==> config.mk <==
export PLATFORM = sky130hd
export DESIGN_NAME = mem_arbiter
export DESIGN_NICKNAME = d
export VERILOG_FILES = /design/src/rtl/mem_arbiter.sv
export SDC_FILE = /design/constraint.sdc
export NUM_CORES = 1
export LEC_CHECK = 0
export ABC_AREA = 1
export CAP_MARGIN = 10
export CORE_AREA = 2 2 105 107
export DETAILED_ROUTE_END_ITERATION = 10
export DIE_AREA = 0 0 107 109
export PLACE_DENSITY_LB_ADDON = 0.2
export SYNTH_ARGS = -nofsm -noshare
export SYNTH_HDL_FRONTEND = slang
export SYNTH_SLANG_ARGS = --single-unit
==> constraint.sdc <==
create_clock -name clk -period 1.24 [get_ports clk]
set_clock_uncertainty 0.1 [all_clocks]
set_input_delay 0.248 -clock clk [delete_from_list [all_inputs] [get_ports clk]]
set_output_delay 0.248 -clock clk [all_outputs]
set_load 0.01 [all_outputs]
==> src/rtl/mem_arbiter.sv <==
// mem_arbiter: shares one val/rdy memory port between the instruction-fetch
// requester (imem) and the data requester (dmem). Allows one outstanding
// transaction and routes each response back to whoever issued the request.
//
// Build option: define MEM_ARBITER_ROUND_ROBIN_EN to alternate the grant when
// both requesters contend. Left undefined, dmem always beats imem.
//
// state  | meaning
// IDLE   | nothing outstanding, arbitrating and presenting a request
// WAIT_I | fetch request accepted by memory, waiting for its response
// WAIT_D | data request accepted by memory, waiting for its response
module mem_arbiter #(
  parameter int ADDR_W = 32,
  parameter int DATA_W = 32
) (
  input  logic              clk,
  input  logic              rst,

  input  logic              imemreq_val,
  output logic              imemreq_rdy,
  input  logic [ADDR_W-1:0] imemreq_addr,
  output logic              imemresp_val,
  output logic [DATA_W-1:0] imemresp_data,

  input  logic              dmemreq_val,
  output logic              dmemreq_rdy,
  input  logic              dmemreq_type,
  input  logic [ADDR_W-1:0] dmemreq_addr,
  input  logic [DATA_W-1:0] dmemreq_wdata,
  output logic              dmemresp_val,
  output logic [DATA_W-1:0] dmemresp_data,

  output logic              memreq_val,
  input  logic              memreq_rdy,
  output logic              memreq_type,
  output logic [ADDR_W-1:0] memreq_addr,
  output logic [DATA_W-1:0] memreq_wdata,
  input  logic              memresp_val,
  input  logic [DATA_W-1:0] memresp_data,

  output logic              busy,
  output logic              err
);

  typedef enum logic [1:0] {
    IDLE   = 2'd0,
    WAIT_I = 2'd1,
    WAIT_D = 2'd2
  } state_t;

  state_t state;
  logic   err_q;
  logic   in_idle;
  logic   grant_d;
  logic   fire;

`ifdef MEM_ARBITER_ROUND_ROBIN_EN
  // 1 means dmem received the most recent grant; reset to imem so dmem takes the first tie
  logic   last_grant;

  // Grant selection: on a tie, favour whoever did not win last time
  always_comb begin
    if (dmemreq_val && imemreq_val) begin
      grant_d = ~last_grant;
    end else begin
      grant_d = dmemreq_val;
    end
  end
`else
  // Grant selection: fixed priority, dmem ahead of imem
  always_comb begin
    grant_d = dmemreq_val;
  end
`endif

  // Request mux, handshakes and response routing; all valids/readies held low during reset
  always_comb begin
    in_idle    = (state == IDLE) && !rst;
    memreq_val = in_idle && (imemreq_val || dmemreq_val);
    fire       = memreq_val && memreq_rdy;

    if (grant_d) begin
      memreq_type  = dmemreq_type;
      memreq_addr  = dmemreq_addr;
      memreq_wdata = dmemreq_wdata;
    end else begin
      memreq_type  = 1'b0;
      memreq_addr  = imemreq_addr;
      memreq_wdata = '0;
    end

    dmemreq_rdy = in_idle && dmemreq_val && grant_d && memreq_rdy;
    imemreq_rdy = in_idle && imemreq_val && !grant_d && memreq_rdy;

    // Response data is shared; only the owner's valid is raised
    imemresp_data = memresp_data;
    dmemresp_data = memresp_data;
    imemresp_val  = !rst && (state == WAIT_I) && memresp_val;
    dmemresp_val  = !rst && (state == WAIT_D) && memresp_val;

    busy = !rst && (state != IDLE);
    err  = err_q && !rst;
  end

  // Transaction sequencing, sticky error for orphan responses, tie-break history
  always_ff @(posedge clk) begin
    if (rst) begin
      state <= IDLE;
      err_q <= 1'b0;
`ifdef MEM_ARBITER_ROUND_ROBIN_EN
      last_grant <= 1'b0;
`endif
    end else begin
      case (state)
        IDLE: begin
          // A response with nothing outstanding (e.g. one orphaned by reset) is dropped
          if (memresp_val) begin
            err_q <= 1'b1;
          end
          if (fire) begin
            state <= grant_d ? WAIT_D : WAIT_I;
`ifdef MEM_ARBITER_ROUND_ROBIN_EN
            last_grant <= grant_d;
`endif
          end
        end
        WAIT_I, WAIT_D: begin
          if (memresp_val) begin
            state <= IDLE;
          end
        end
        default: state <= IDLE;
      endcase
    end
  end

endmodule

Word level (Yosys, flattened, before mapping)

Cells that the tools add are included.

Register bits after elaboration: 3
Latch bits: 0
RAM bits: 0
Bits in read-only memories: 0
Input port bits: 135
Output and inout port bits: 136
Word-level logic and storage cells: 36
Memories: 0

Add/sub/neg operators: 0
Multiply operators: 0
Div/mod/pow operators: 0
$lt $le $gt $ge: 0
Equality and inequality tests: 4
Shift operators: 0
Muxes and demuxes: 7
Bitwise gates (word level): 0
Reductions and logical operators: 23

Operators by type and width:

| kind                                           | number |
|---|---|
| two-way mux 32 bit                             | 2 |
| logical AND 1 bit                              | 15 |
| two-way mux 2 bit                              | 3 |
| != test 2 bit (second input constant)          | 2 |
| one-hot mux 2 bit (2 select lines)             | 1 |
| AND reduction 2 bit                            | 2 |
| == test 2 x 1 -> 1 bit (second input constant) | 1 |
| == test 2 bit (second input constant)          | 1 |
| logical NOT 1 bit                              | 2 |
| logical NOT 2 bit                              | 1 |
| nonzero test 2 bit                             | 1 |
| OR reduction 2 bit                             | 1 |
| logical OR 1 bit                               | 1 |
| two-way mux 1 bit                              | 1 |

Longest topological paths before layout

Depth in word-level cells: 6
Gate-level depth with buffers: 8
Depth with buffers taken out: 8

Least setup slack after synthesis

No wires, ideal clock.

Kind: reg-to-output
Start: register state[0]
End: output port imemreq_rdy
Arrival time: 1.034 ns
Required time: 0.892 ns
Path slack: -0.142 ns
Stages on the path, launching flop included: 5
Cells stage by stage: dfxtp_1 -> inv_1 -> ha_1 -> nand2_1 -> nor4_1

Longest elaborated chain between the ends: 5

RTL lines:

| element                         | line | RTL |
|---|---|---|
| start: declaration              | 51   | `state_t state;` |
| start signal: assignment        | 121  | `state <= grant_d ? WAIT_D : WAIT_I;` |
| logical NOT 2 bit               | 78   | `in_idle = (state == IDLE) && !rst;` |
| logical AND 1 bit               | 78   |  |
| logical AND 1 bit (3 in series) | 93   | `imemreq_rdy = in_idle && imemreq_val && !grant_d && memreq_rdy;` |
| end: declaration                | 20   | `output logic imemreq_rdy,` |

Every way passes these cells.

Worst setup path in the final report

Start: register state[1]
End: output port dmemreq_rdy

Longest elaborated chain between the ends: 5

RTL lines:

| element                         | line | RTL |
|---|---|---|
| logical NOT 2 bit               | 78   |  |
| logical AND 1 bit               | 78   |  |
| logical AND 1 bit (3 in series) | 92   | `dmemreq_rdy = in_idle && dmemreq_val && grant_d && memreq_rdy;` |
| end: declaration                | 26   | `output logic dmemreq_rdy,` |

Every way passes these cells.

==> impl_metrics.tcl <==
set metrics [dict create \
    switching_share 0.4028 \
    synth_seq_area_share 0.04368 \
    numCtsBuffers 3 \
    grt_setup_unrepaired "yes" \
    layout_common_cells "dlygate4sd2_1 (100), nand2_1 (91), buf_2 (49)" \
    drt-total-wl_um 6776 \
    yosys_warnings 0 \
    avgSynthCellArea_sq_um 4.964 \
    status "finished, violations left" \
    design.die.area_sq_um 11660 \
    areaGrowthSynthToFinish_pct 132.8 \
    p_clk_frac 0.135 \
    cts-hold-fix-buffers 0 \
    p_per_area_nw_per_um2 650.0 \
    io_pins 271 \
    tightest_slew_ns 0.1671 \
    cts_tree "yes" \
    drv_slew 0 \
    drc_errors 0 \
    die_w_um 107 \
    end_kind "primary output" \
    syn-num-nets 415 \
    clock-sinks 3 \
    violations "negative setup slack" \
    start_util 0.1297 \
    drv_cap 0 \
    core-area_sq_um 10600 \
    drt-initial-drc-count 70 \
    dpl_worst_slack_ns -0.7578 \
    final_common_cell "dlygate4sd2_1" \
    multi_input_comb_area_sq_um 875.8 \
    r2r-start "state[1]" \
    crit_arrival_ns 1.15 \
    drt_first_pass_iters 4 \
    finalPower_mw 2.080 \
    drtAntennaViolNets 0 \
    fin_cells 556 \
    min_path_cells 2 \
    grt-ovfl-total 0 \
    syn_inst 277 \
    maxSlewHeadroom 0.8878 \
    hold_path.class "flop to flop" \
    peakVddDrop_uv 474.0 \
    seq_area_sq_um 62.56 \
    final.fill_count 1210 \
    hold_viol 0 \
    critPathKind "flop to primary output" \
    cts_buffer_depth 2 \
    comb_power_share 0.786 \
    fmax_mhz 669.3 \
    grt_use_total 0.1024 \
    antenna_found_initial 0 \
    gp_congestion 0.6977 \
    first_global_vias 1881 \
    start_kind "flop" \
    post-route-util 0.3019 \
    rr_worst_depth 9 \
    p_seq_frac 0.079 \
    cts_root_buf "clkbuf_8" \
    p_leak_nw 1.967 \
    p_int_mw 1.242 \
    crit_start "state[1]" \
    r2r_slack_ns -0.12 \
    rows 38 \
    period_needed_ns 1.494 \
    diodes 0 \
    synth_area_sq_um 1375 \
    hold-worst-slack_ns 0.3788 \
    portBuffers 174 \
    netlist-cell-type-count 14 \
    cts.clk_slew.worst_paths_ns 0.03 \
    routedWlPerCell_um 12.19 \
    grt_max_degree 27 \
    nets 555 \
    via_per_inst 3.585 \
    finalCritPeriodShare 1.205 \
    die_h_um 109 \
    clk_latency_ns 0.21 \
    grt_pass1_wl_um 9377 \
    power_switching_mw 0.8380 \
    worst_slack_ns -0.2540 \
    crit_fanout 3 \
    ys_seq_elements 3 \
    cts-htree-levels 1 \
    routed-via-count 1993 \
    dpl.cell_count 532 \
    r2r-end "state[0]" \
    dp_hpwl_um 4807 \
    setup_violations 15 \
    crit_path_end "dmemreq_rdy" \
    layout-drive-gt1-share 0.4591 \
    worstPathRequired_ns 0.89 \
]
## registers in the layout (all words and copies together), names as in the netlist
register and count:
err_q 1, state 2
## repair_timing
item	4_1_cts	5_1_grt
endpoints found under the setup margin	74	54
gates cloned	6	2
pin swaps	68	40
resized for setup	451	80
setup buffers	12	5
## worst max-delay path: stages, from the launching register on
cell     delay (ns)
dfxtp_2        0.31
inv_2          0.07
ha_4           0.16
buf_6          0.11
nand2_4        0.05
nor3_2         0.09
buf_2          0.15
## cells by family (layout without fill, tap and decap cells)
group,after synthesis,after routing,share of synthesized area
AO/OA/AOI/OAI,3,3,0.01183
AND/OR/NAND/NOR,153,153,0.4222
adder cells (fa/ha/maj),3,3,0.02730
flip-flops,3,3,0.04368
buffers and inverters,115,254,0.4950
## synth_stat cells (all sizes together)
cell | instances | share of area
a21oi | 2 | 0.0073
buf | 71 | 0.37
clkbuf | 3 | 0.0082
dfxtp | 3 | 0.044
ha | 3 | 0.027
inv | 41 | 0.11
nand2 | 142 | 0.39
nand3 | 2 | 0.0073
nor2 | 7 | 0.019
nor3 | 1 | 0.0036
nor4 | 1 | 0.0046
o22ai | 1 | 0.0046
## cell type report
type / count / share of cell area
clock buffer: 4 / 0.01407
inverter: 41 / 0.05199
multi-input combinational: 159 / 0.2737
sequential: 3 / 0.01955
tap: 140 / 0.05473
timing repair buffer: 209 / 0.5860
## power by group through the flow
stage	logic [mW]	registers [mW]	clock network (mW)
final	1.64	0.165	0.280
after floorplan	0.727	0.154	0
after global placement	1.46	0.153	0
after global routing	1.79	0.167	0.301
after detailed placement	1.45	0.155	0
after CTS	1.51	0.165	0.286
## through the flow
stage	setup TNS (ns)	instance area (sq um)
4_1_cts	-2.193	2937
6_report	-1.832	3201
5_1_grt	-3.010	3201
2_1_floorplan	-0.04051	1386
3_5_place_dp	-36.58	2922
3_3_place_gp	-36.69	2922
## how the worst min path moves through the flow
stage	slack, ns	from	end
6_report	0.38	err_q	err_q
5_1_grt	0.40	memresp_data[27]	imemresp_data[27]
4_1_cts	0.36	dmemreq_val	state[0]
3_5_place_dp	0.37	err_q	err_q
3_3_place_gp	0.38	err_q	err_q
2_1_floorplan	0.22	rst	state[0]
## metal layers
layer / global-route usage / vias up / part of all wire
met5: 0 / - / 0
met4: 0.03896 / 0 / 0.034
met3: 0.03407 / 29 / 0.11
met2: 0.1911 / 122 / 0.50
met1: 0.1062 / 832 / 0.36
li1: - / 1010 / -
Note: power is estimated with default switching activity, not from simulation.
